<file path="src/rtl/nibble_serial_add_seq_pkg.sv">
// +--------------------------------------------------------------------------+
// | nibseq_pkg : shared types and constants for the nibble-serial adder      |
// | Revision   : 1.0                                                         |
// +--------------------------------------------------------------------------+
`default_nettype none

package nibseq_pkg;

    localparam int NIBBLE_W = 4;

    typedef enum logic [1:0] {
        IDLE = 2'd0,
        RUN  = 2'd1,
        DONE = 2'd2
    } state_t;

    // Width of the nibble index: max(1, clog2(n)).
    function automatic int idx_width(input int n);
        if (n <= 2) return 1;
        return $clog2(n);
    endfunction

endpackage

`default_nettype wire

</file>
<file path="src/rtl/nibble_serial_add_seq_add4.sv">
// +--------------------------------------------------------------------------+
// | nibble_add4 : combinational 4-bit ripple-carry adder                     |
// | Revision    : 1.0                                                        |
// +--------------------------------------------------------------------------+
`default_nettype none

module nibble_add4
    import nibseq_pkg::*;
(
    input  logic [NIBBLE_W-1:0] A,
    input  logic [NIBBLE_W-1:0] B,
    input  logic                C0,
    output logic [NIBBLE_W-1:0] S,
    output logic                C4
);

    logic [NIBBLE_W:0] w_c;

    assign w_c[0] = C0;

    for (genvar i = 0; i < NIBBLE_W; i++) begin : g_bit
        assign S[i]     = A[i] ^ B[i] ^ w_c[i];
        assign w_c[i+1] = (A[i] & B[i]) | (w_c[i] & (A[i] ^ B[i]));
    end

    assign C4 = w_c[NIBBLE_W];

endmodule

`default_nettype wire

</file>
<file path="src/rtl/nibble_serial_add_seq.sv">
// +--------------------------------------------------------------------------+
// | nibble_serial_add_seq : wide add/subtract through one shared 4-bit adder |
// | Optional zero/ovf flag outputs when NIBSEQ_FLAGS_EN is defined.          |
// | Revision : 1.0                                                           |
// +--------------------------------------------------------------------------+
`default_nettype none

module nibble_serial_add_seq
    import nibseq_pkg::*;
#(
    parameter int NIBBLES = 4
) (
    input  logic                    clk,
    input  logic                    rst_n,
    input  logic                    in_valid,
    output logic                    in_ready,
    input  logic                    op_sub,
    input  logic [4*NIBBLES-1:0]    a,
    input  logic [4*NIBBLES-1:0]    b,
    input  logic                    cin,
    output logic                    out_valid,
    input  logic                    out_ready,
    output logic [4*NIBBLES-1:0]    result,
`ifdef NIBSEQ_FLAGS_EN
    output logic                    zero,
    output logic                    ovf,
`endif
    output logic                    cout
);

    localparam int W  = NIBBLE_W * NIBBLES;
    localparam int IW = idx_width(NIBBLES);

    state_t             r_state;
    state_t             w_state_nxt;
    logic [W-1:0]       r_a;
    logic [W-1:0]       r_b;
    logic [W-1:0]       r_result;
    logic [IW-1:0]      r_idx;
    logic               r_carry;
    logic               r_cout;

    logic [IW+1:0]          w_off;
    logic [NIBBLE_W-1:0]    w_sum;
    logic                   w_c4;
    logic [W-1:0]           w_res_next;
    logic                   w_accept;
    logic                   w_last;

    assign w_off    = {r_idx, 2'b00};
    assign w_accept = (r_state == IDLE) && in_valid;
    assign w_last   = (r_idx == IW'(NIBBLES - 1));

    nibble_add4 u_add4 (
        .A  (r_a[w_off +: NIBBLE_W]),
        .B  (r_b[w_off +: NIBBLE_W]),
        .C0 (r_carry),
        .S  (w_sum),
        .C4 (w_c4)
    );

    // Result with the current nibble merged in; also feeds the flag logic.
    always_comb begin
        w_res_next = r_result;
        w_res_next[w_off +: NIBBLE_W] = w_sum;
    end

    always_comb begin
        w_state_nxt = r_state;
        case (r_state)
            IDLE:    if (in_valid) w_state_nxt = RUN;
            RUN:     if (w_last)   w_state_nxt = DONE;
            DONE:    if (out_ready) w_state_nxt = IDLE;
            default: w_state_nxt = IDLE;
        endcase
    end

    always_ff @(posedge clk or negedge rst_n) begin
        if (!rst_n) begin
            r_state <= IDLE;
        end else begin
            r_state <= w_state_nxt;
        end
    end

    always_ff @(posedge clk or negedge rst_n) begin
        if (!rst_n) begin
            r_a      <= '0;
            r_b      <= '0;
            r_result <= '0;
            r_idx    <= '0;
            r_carry  <= 1'b0;
            r_cout   <= 1'b0;
        end else if (w_accept) begin
            // Subtract is A + ~B + 1, so invert B and force the seed carry.
            r_a      <= a;
            r_b      <= op_sub ? ~b : b;
            r_carry  <= op_sub | cin;
            r_idx    <= '0;
            r_result <= '0;
        end else if (r_state == RUN) begin
            r_result <= w_res_next;
            r_carry  <= w_c4;
            if (w_last) begin
                r_cout <= w_c4;
            end else begin
                r_idx <= r_idx + IW'(1);
            end
        end
    end

`ifdef NIBSEQ_FLAGS_EN
    logic r_zero;
    logic r_ovf;

    always_ff @(posedge clk or negedge rst_n) begin
        if (!rst_n) begin
            r_zero <= 1'b0;
            r_ovf  <= 1'b0;
        end else if ((r_state == RUN) && w_last) begin
            r_zero <= (w_res_next == '0);
            r_ovf  <= (r_a[W-1] == r_b[W-1]) && (w_res_next[W-1] != r_a[W-1]);
        end
    end

    assign zero = r_zero;
    assign ovf  = r_ovf;
`endif

    assign in_ready  = (r_state == IDLE);
    assign out_valid = (r_state == DONE);
    assign result    = r_result;
    assign cout      = r_cout;

endmodule

`default_nettype wire

</file>
<file path="config.mk">
export PLATFORM = sky130hd
export DESIGN_NAME = nibble_serial_add_seq
export DESIGN_NICKNAME = d
export VERILOG_FILES = /design/src/rtl/nibble_serial_add_seq_pkg.sv /design/src/rtl/nibble_serial_add_seq_add4.sv /design/src/rtl/nibble_serial_add_seq.sv
export SDC_FILE = /design/constraint.sdc
export NUM_CORES = 1
export LEC_CHECK = 0
export BUFFER_PORTS_ARGS = -buffer_cell sky130_fd_sc_hd__buf_2
export CORE_ASPECT_RATIO = 0.8
export CORE_MARGIN = 3
export CORE_UTILIZATION = 50
export CTS_CLUSTER_DIAMETER = 80
export DETAILED_ROUTE_END_ITERATION = 8
export PLACE_DENSITY_LB_ADDON = 0.12
export SLEW_MARGIN = 20
export SYNTH_ARGS = -nofsm -noshare
export SYNTH_HDL_FRONTEND = slang
export SYNTH_SLANG_ARGS = --single-unit
export TNS_END_PERCENT = 10
</file>
<file path="constraint.sdc">
create_clock -name clk -period 3.56 [get_ports clk]
set_clock_uncertainty 0.1 [all_clocks]
set_input_delay 0.534 -clock clk [delete_from_list [all_inputs] [get_ports clk]]
set_output_delay 0.534 -clock clk [all_outputs]
set_load 0.01 [all_outputs]
</file>
## After elaboration in Yosys (flattened, before gate mapping)

Cells that the tools add are included.

- Bits in writable memories: 0
- Flip-flop bits (word level): 54
- Memories kept: 0
- Word-level logic and storage cells: 62
- Input bits: 38
- Output and inout port bits: 19
- Bits in latches: 0
- Bits in read-only memories: 0

- Multiplexer cells: 13
- Magnitude comparators: 0
- Reductions and logical operators: 6
- $mul: 0
- Divide/modulo/power cells: 0
- Shift-type cells: 4
- Bitwise gates (word level): 23
- Equal/unequal tests: 7
- Add/subtract/negate cells: 2

Operators by type and width:

| kind | count |
|---|---|
| 16-bit two-way mux | 3 |
| 16-bit by 5-bit variable part select with 4-bit output | 2 |
| 16-bit bitwise mux | 1 |
| 16-bit inverter | 1 |
| 4-bit by 6-bit variable shift with 16-bit output, first input constant | 1 |
| 4-bit by 6-bit variable part select with 16-bit output | 1 |
| 2-bit two-way mux | 6 |
| 1-bit bitwise AND | 8 |
| 1-bit bitwise XOR | 8 |
| 2-bit != test, second input constant | 3 |
| 4-bit negation with 6-bit output | 1 |
| 2-bit case mux with 3 select lines | 1 |
| 3-bit AND reduction | 2 |
| 1-bit OR | 5 |
| 2-bit == test, second input constant | 2 |
| 2-bit by 1-bit adder with 2-bit output, second input constant | 1 |
| 2-bit by 1-bit == test with 1-bit output, second input constant | 1 |
| 2-bit logical NOT | 1 |
| 1-bit two-way mux | 2 |
| 2-bit by 1-bit != test with 1-bit output, second input constant | 1 |
| 2-bit AND reduction | 1 |
| 2-bit nonzero test | 1 |
| 1-bit logical AND | 1 |
| 1-bit inverter | 1 |

## Longest topological paths before layout

Gate-level depths: netlist (run 1).

- Depth in word-level cells: 13
- Depth in mapped cells: 12
- Gate-level depth less buffers: 11

## Modules after synthesis

A second synthesis (run 1) with hierarchy kept.

- Cell total of the unflattened synthesis: 210
- Area total of the unflattened synthesis: 2747.6 um2

Modules (own cells, without submodules):

| module | cells an instance | instances | area an instance (um2) | seq. area each (um2) |
|---|---|---|---|---|
| nibble_serial_add_seq | 196 | 1 | 2630.0 | 1351.3 |
| nibble_add4 | 14 | 1 | 117.6 | 0.0 |

## Worst setup path after synthesis (run 1)

Ideal clock, no wire load.

- Path type: register to register
- From: reg r_idx[0]
- To: reg r_result[7], in the netlist result[7]
- Required time: 3365 ps
- Buffers on the path: 2
- Cell stages (with the launch flop): 11
- Period minus slack after synthesis: 2966 ps
- Setup time: 95 ps
- Path slack: 594 ps
- Arrival: 2770 ps
- Cells stage by stage: dfrtp_1 -> buf_2 -> buf_2 -> mux4_2 -> fa_1 -> inv_1 -> fa_1 -> inv_1 -> fa_1 -> inv_1 -> o31ai_1

- Longest elaborated chain between the ends: 13
- Elaborated cells on any way between the ends: 25
- Classes of those cells: add/sub (1); shift (4); mux (3); bitwise (17)

Ends and longest elaborated chain:

| what | line | text |
|---|---|---|
| from (decl) | nibble_serial_add_seq.sv:39 | `logic [IW-1:0] r_idx;` |
| from (signal assigned) | nibble_serial_add_seq.sv:107 | `r_idx <= r_idx + IW'(1);` |
| 16-bit by 5-bit variable part select with 4-bit output, on equally long branches | nibble_serial_add_seq.sv:55, nibble_serial_add_seq.sv:56 |  |
| 1-bit bitwise XOR | nibble_serial_add_seq_add4.sv:22, nibble_serial_add_seq_add4.sv:23 |  |
| 1-bit bitwise AND | nibble_serial_add_seq_add4.sv:23 | `assign w_c[i+1] = (A[i] & B[i]) \| (w_c[i] & (A[i] ^ B[i]));` |
| 1-bit OR | nibble_serial_add_seq_add4.sv:23 |  |
| 1-bit bitwise AND | nibble_serial_add_seq_add4.sv:23 |  |
| 1-bit OR | nibble_serial_add_seq_add4.sv:23 |  |
| 1-bit bitwise AND | nibble_serial_add_seq_add4.sv:23 |  |
| 1-bit OR | nibble_serial_add_seq_add4.sv:23 |  |
| 1-bit bitwise XOR | nibble_serial_add_seq_add4.sv:22 | `assign S[i] = A[i] ^ B[i] ^ w_c[i];` |
| 4-bit by 6-bit variable part select with 16-bit output | nibble_serial_add_seq.sv:65 | `w_res_next[w_off +: NIBBLE_W] = w_sum;` |
| 16-bit bitwise mux (*) | nibble_serial_add_seq.sv:65 |  |
| 16-bit two-way mux (*) | nibble_serial_add_seq.sv:101 | `end else if (r_state == RUN) begin` |
| 16-bit two-way mux (*) | nibble_serial_add_seq.sv:94 | `end else if (w_accept) begin` |
| to (signal assigned) | nibble_serial_add_seq.sv:102 | `r_result <= w_res_next;` |
| to (decl) | nibble_serial_add_seq.sv:38 | `logic [W-1:0] r_result;` |

Mark *: on every way between the ends. The rest lies on a longest branch, timed or not. The select of a mux whose other input is x is not followed.
A chain may end at the register's enable or synchronous reset.

## Worst setup path in the final report (run 1)

Ends and elaborated chain as after synthesis.

==> impl_results.md, run 1 <==
* YS warnings at 0
* Initial antenna violation count at 0
* Finished Core Util at between 60% and 70%
* Crit path max fanout at 15
* Fin crit share at between 80% and 90%
* Worst-path clk slew at approximately 0.09 ns
* Post-DR vias/cell at just over 5
* First-pass GRT wire length at approximately 9200 um
* Final Non-Filler Cells at 370
* CP Class: reg -> reg
* 1st-iter DRT viols at 65
* Port Buffers at 56
* Unrepaired setup endpoints after global routing: false
* Dpl cells at 362
* Remaining DRCs at 0
* Skew-Pair Late Insertion Delay at ~0.30 ns
* Routed wl met2 at between 2000 and 2500 um
* CP Data Arrival Time at 3.14 ns
* Yosys reg bits at 54
* CP Launch Type: register
* Power Density at around 920 nW/um^2
* Fmax at roughly 330 MHz
* DR top layer: met4
* Slew headroom at roughly 44%
* IO Pins at between 50 and 60
* Syn Area/Cell at between 10 and 15 um^2
* Met3 wire length at 357 um
* # setup viols final at 0
* GP Congestion at approximately 0.77
* Max Slew Vio Count at 0
* Setup WS pre-CTS at ~0.52 ns
* Syn nets at 300
* Site row count at 23
* Tmin final at between 3 and 4 ns
* Synth unique cells at 35
* Setup tns final at 0 ns
* HP Class: in -> async
* ANT cells at 0
* Final Total Pwr at 2.80 mW
* Vias post-DR at slightly below 2,000
* Antenna Nets Post-Route at 0
* Status: finished clean
* Register area at approximately 1400 um^2
* Post-CTS Hold Buffers at 0
* Worst EP required at between 3 and 4 ns
* Global route total overflow at 0
* Die X at roughly 87 um
* Max IR drop VDD at about 0.43 mV
* Global-route usage over all layers at between 10% and 20%
* Fin area at around 3000 um^2
* Post-DP HPWL at 3940 um
* CTS root buffer: clkbuf_8
* Syn Inst Count at between 200 and 300
* Pre-antenna DRT Iters at 4
* CTS tree: done
* H-tree Lvls at 2
* Sequential-to-total area share from yosys stat at approximately half
* CP endpoint kind: register
* Post-Route M1 WL at ~2800 um
* CTS Buf Count at 5
* Fillers at 443
* Layout area overhead at 15.8%
* Tightest Pin Transition at ~0.83 ns
* Area leader, netlist: dfrtp_1
* Ratio of cells with drive above 1 in the final layout at between 20 and 30%
* Vias in the first global route at approximately 1,900
* Core Area at ~5000 um^2
* Postcts setup bufs at 0
* Vert. Die Dim at a little over 70 um
* Synth top area cells: dfrtp_1, nand2_1, mux4_2, xnor2_1, o21ai_0
* Fin nets at around 350
* Routed wire length per instance at 14.8 um
* Static Leak at 1.56 nW
* Placed instance area at 2970 um^2
* Die footprint at just over 6000 um^2
* Yosys top cell area share at roughly half
* Hold Slack at 0.222 ns
* Final Hold Viols at 0
* Starting Density at 52.2%
* Post-cts gate resize count at 0
* Max-cap viol count at 0
* Multi-input gate area at 1180 um^2
* Maximum clock insertion buffer count at 2
* CTS Sinks at between 50 and 60
* Post-synthesis cell area at roughly 2600 um^2
* Largest net degree at the start of global routing at 47
* Worst Setup Slack, final at 0.533 ns
* Final WL at ~5500 um
flip-flops by register name (all words and copies together) (netlist names):
| name | flops |
|---|---|
| r_carry | 1 |
| r_idx | 2 |
| r_state | 2 |
| r_a | 16 |
| cout | 1 |
| result | 16 |
| r_b | 16 |
area by class of cell:
| type | count | share of cell area [%] |
|---|---|---|
| clock buffer | 7 | 2.82 |
| inverter | 13 | 1.59 |
| timing repair buffer | 61 | 10.4 |
| tap | 62 | 2.53 |
| sequential | 54 | 44.1 |
| multi-input combinational | 172 | 38.4 |
| clock inverter | 1 | 0.163 |
path summary, 6_finish.rpt:
| kind | startpoint | slack [ns] | to | depth (start not counted) |
|---|---|---|---|---|
| hold reg to reg | r_a[13] | 0.38 | r_a[13] | 2 |
| max in group asynchronous | rst_n | 2.39 | r_a[7] | 2 |
| setup reg to reg | r_idx[0] | 0.53 | result[7] | 9 |
| min in group clk | out_ready | 0.31 | r_state[1] | 2 |
| hold / removal | rst_n | 0.22 | r_b[2] | 1 |
| setup / recovery | r_idx[0] | 0.53 | result[7] | 9 |
routing by layer:
layer / GRT usage (%) / vias up
li1: - / 950
met2: 25.9 / 61
met1: 31.1 / 907
met3: 4.07 / 5
met4: 4.09 / 0
met5: 0 / -
synthesized netlist by cell type:
cell type	n
a21o_1	2
a22o_1	4
a32o_1	2
and3_1	1
and3b_1	1
and4_1	1
buf_2	6
buf_4	1
clkbuf_1	8
dfrtp_1	54
fa_1	4
ha_1	4
inv_1	13
mux2_2	1
mux2i_1	2
mux4_2	8
nand2_1	69
nand2b_1	3
nand3_1	3
nand3b_1	1
nand4_1	1
nor2_1	6
nor2b_1	1
nor3_1	1
nor3b_1	1
nor3b_2	1
o21ai_0	21
o21ai_1	1
o2bb2ai_1	4
o311ai_0	1
o31ai_1	6
or2_2	2
or3_1	2
or3b_1	1
xnor2_1	17
where the power goes:
part	internal [mW]	switching, mW
sequential	0.867	0.185
clock	0.157	0.191
combinational	0.604	0.799
total	1.63	1.18
critical path, cell delays in order (launching register included):
cell and delay (ns):
dfrtp_1 0.46, buf_4 0.28, mux4_2 0.56, fa_1 0.42, inv_1 0.07, fa_1 0.15
inv_1 0.05, fa_1 0.57, inv_1 0.06, o31ai_1 0.22
cells by family after synthesis:
group	Yosys count	synth area share, %
simple gates	95	15.8
buf+inv	28	4.40
flops	54	51.1
mux	11	7.99
fa+ha+maj	8	4.92
xor+xnor	17	5.63
compound gates	41	10.2
layout by cell type, fill, tap and decap left out, drive strengths merged, types with 6 or more instances in the layout:
cell type,Yosys,layout
buf,7,61
clkbuf,8,7
dfrtp,54,54
inv,13,13
mux4,8,8
nand2,69,69
nor2,6,6
o21ai,22,22
o31ai,6,6
xnor2,17,17
(Power assumes the default switching activity.)
==> run 2, diff against run 1 <==
==> constraint.sdc (replaced) <==
create_clock -name clk -period 3.56 [get_ports clk]
set_clock_uncertainty 0.1 [all_clocks]
set_input_delay 0.356 -clock clk [delete_from_list [all_inputs] [get_ports clk]]
set_output_delay 0.356 -clock clk [all_outputs]
set_load 0.01 [all_outputs]
==> impl_results.md, run 2 (synthesized netlist as in run 1, its figures left out) <==
* Slew headroom at 37.1% (was 44.4%)
* CP max-delay cell: fa_1 (unchanged)
* CTS Sinks at 54 (unchanged)
* CTS root buffer: clkbuf_8 (unchanged)
* Global-route usage over all layers at 19.4% (was 19.0%)
* First-pass GRT wire length at 9340 um (was 9180 um)
* CP endpoint kind: register (unchanged)
* CTS tree: done (unchanged)
* Postcts setup bufs at 0 (unchanged)
* Final Total Pwr at 2.84 mW (was 2.80 mW)
* Die X at 87.3 um (unchanged)
* Ratio of cells with drive above 1 in the final layout at 26.1% (was 26.0%)
* Maximum clock insertion buffer count at 2 (unchanged)
* Tmin final at 3.03 ns (about the same)
* Vias post-DR at 1,914 (was 1,923)
* Commonest non-fill, non-tap cell in the layout: nand2_1 (unchanged)
* CP Class: reg -> reg (unchanged)
* Max IR drop VDD at 0.397 mV (was 0.429 mV)
* CP Launch Type: register (unchanged)
* ANT cells at 0 (unchanged)
* Crit-path cells: buf_4 > mux4_2 > fa_1 > inv_1 > fa_1 > inv_1 > fa_1 > inv_1 > o31ai_1 (unchanged)
* Vias in the first global route at 1,814 (was 1,866)
* Antenna Nets Post-Route at 0 (unchanged)
* Max Slew Vio Count at 0 (unchanged)
* Max-cap viol count at 0 (unchanged)
* Final WL at 5450 um (was 5470 um)
* Worst path max stage delay at 0.56 ns (was 0.57 ns)
* Starting Density at 52.2% (unchanged)
* CP Data Arrival Time at 3.15 ns (was 3.14 ns)
* Global route total overflow at 0 (unchanged)
* Grt met2 use at 25.8% (was 25.9%)
* Final Hold Viols at 0 (unchanged)
* Tightest Pin Transition at 0.943 ns (was 0.833 ns)
* Core Area at 5060 um^2 (unchanged)
* Skew-Pair Late Insertion Delay at 0.30 ns (about the same)
* Site row count at 23 (unchanged)
* Largest net degree at the start of global routing at 49 (was 47)
* Setup tns final at 0 ns (unchanged)
* Die footprint at 6200 um^2 (unchanged)
* Fin crit share at 85.1% (was 85.0%)
* Pre-antenna DRT Iters at 4 (unchanged)
* Fin nets at 353 (unchanged)
* Status: finished clean (unchanged)
* # setup viols final at 0 (unchanged)
* Post-cts gate resize count at 0 (unchanged)
* H-tree Lvls at 2 (unchanged)
* Most used routing layer: met1 (unchanged)
* Layout area overhead at 16.7% (was 15.8%)
* Routed wire length per instance at 14.8 um (about the same)
* Met1 Use GR at 32.1% (was 31.1%)
* Post-DP HPWL at 3980 um (was 3940 um)
* Remaining DRCs at 0 (unchanged)
* CTS Buf Count at 5 (unchanged)
* IO Pins at 57 (unchanged)
* Static Leak at 1.56 nW (about the same)
* Unrepaired setup endpoints after global routing: false (unchanged)
* Post-DR vias/cell at 5.19 (was 5.20)
* Fmax at 330 MHz (about the same)
* Post-CTS Hold Buffers at 0 (unchanged)
* Vert. Die Dim at 71.1 um (unchanged)
* Fillers at 436 (was 443)
* Worst EP required at 3.68 ns (about the same)
* Worst-path clk slew at 0.10 ns (was 0.09 ns)
* Port Buffers at 56 (unchanged)
* Most frequent cells in the layout: nand2_1, buf_2, dfrtp_1, o21ai_0, xnor2_1 (unchanged)
* HP Class: in -> async (unchanged)
* Initial antenna violation count at 0 (unchanged)
* 1st-iter DRT viols at 115 (was 65)
* Power Density at 922 nW/um^2 (was 915 nW/um^2)
* GR Util met3 at 3.96% (was 4.07%)
* Crit path max fanout at 14 (was 15)
* GP Congestion at 0.764 (was 0.773)
## run 2: changes by cell type in the layout (fill, tap and decap cells not counted), sizes merged
cell	delta
clkinv	-1
clkbuf	-1
bufinv	+1
## run 2: stage by stage
| stage | utilization [%] | hold WS, ns | worst slack (ns) | instance area, um^2 | std cells |
|---|---|---|---|---|---|
| 3_5_place_dp | 58.7 | 0.361 | 0.503 | 2970 | 362 |
| 3_3_place_gp | 58.7 | 0.359 | 0.595 | 2970 | 362 |
| 2_1_floorplan | - | -0.0396 | 0.594 | 2650 | 254 |
| 5_1_grt | 60.9 | 0.121 | 0.225 | 3090 | 369 |
| 6_report | 60.9 | 0.0852 | 0.532 | 3090 | 369 |
| 4_1_cts | 60.9 | 0.121 | 0.475 | 3090 | 369 |
## run 2: power breakdown
group | switching, mW | total (mW) | internal (mW)
Combinational | 0.775 | 1.37 | 0.599
Clock | 0.191 | 0.416 | 0.225
Sequential | 0.186 | 1.05 | 0.868
## run 2: path summary, 6_finish.rpt
path / cells after the start / endpoint / start / slack, ns
max: 9 / result[7] / r_idx[0] / 0.53
max reg2reg: 9 / result[7] / r_idx[0] / 0.53
min reg2reg: 2 / r_a[6] / r_a[6] / 0.38
max in group asynchronous: 2 / r_a[2] / rst_n / 2.54
min in group clk: 3 / r_a[10] / a[10] / 0.14
min: 1 / r_b[6] / rst_n / 0.09
## run 2: critical path, delay by kind of cell, from the launching register on
| kind | cells | cell delay [ns] |
|---|---|---|
| AO/OA/AOI/OAI | 1 | 0.24 |
| flip-flops | 1 | 0.50 |
| buffers and inverters | 4 | 0.44 |
| adder cells (fa/ha/maj) | 3 | 1.12 |
| multiplexers | 1 | 0.54 |
## run 2: metal layers
| metal | share of wire (%) | vias to the layer above | wire, um |
|---|---|---|---|
| met1 | 51 | 898 | 2800 |
| met2 | 41 | 58 | 2250 |
| met3 | 6.4 | 5 | 347 |
| met5 | 0 | - | 0 |
| met4 | 0.94 | 0 | 51 |
| li1 | - | 953 | - |
## run 2: cell type report
cell class | count | area [um^2] | area share, %
flip-flops and latches | 54 | 1350 | 43.8
multi-input cells | 172 | 1180 | 38.2
repair buffers | 61 | 318 | 10.3
clock buffers | 6 | 82.6 | 2.68
well taps | 62 | 77.6 | 2.51
inverters | 13 | 48.8 | 1.58
clock inverters | 1 | 30.0 | 0.973
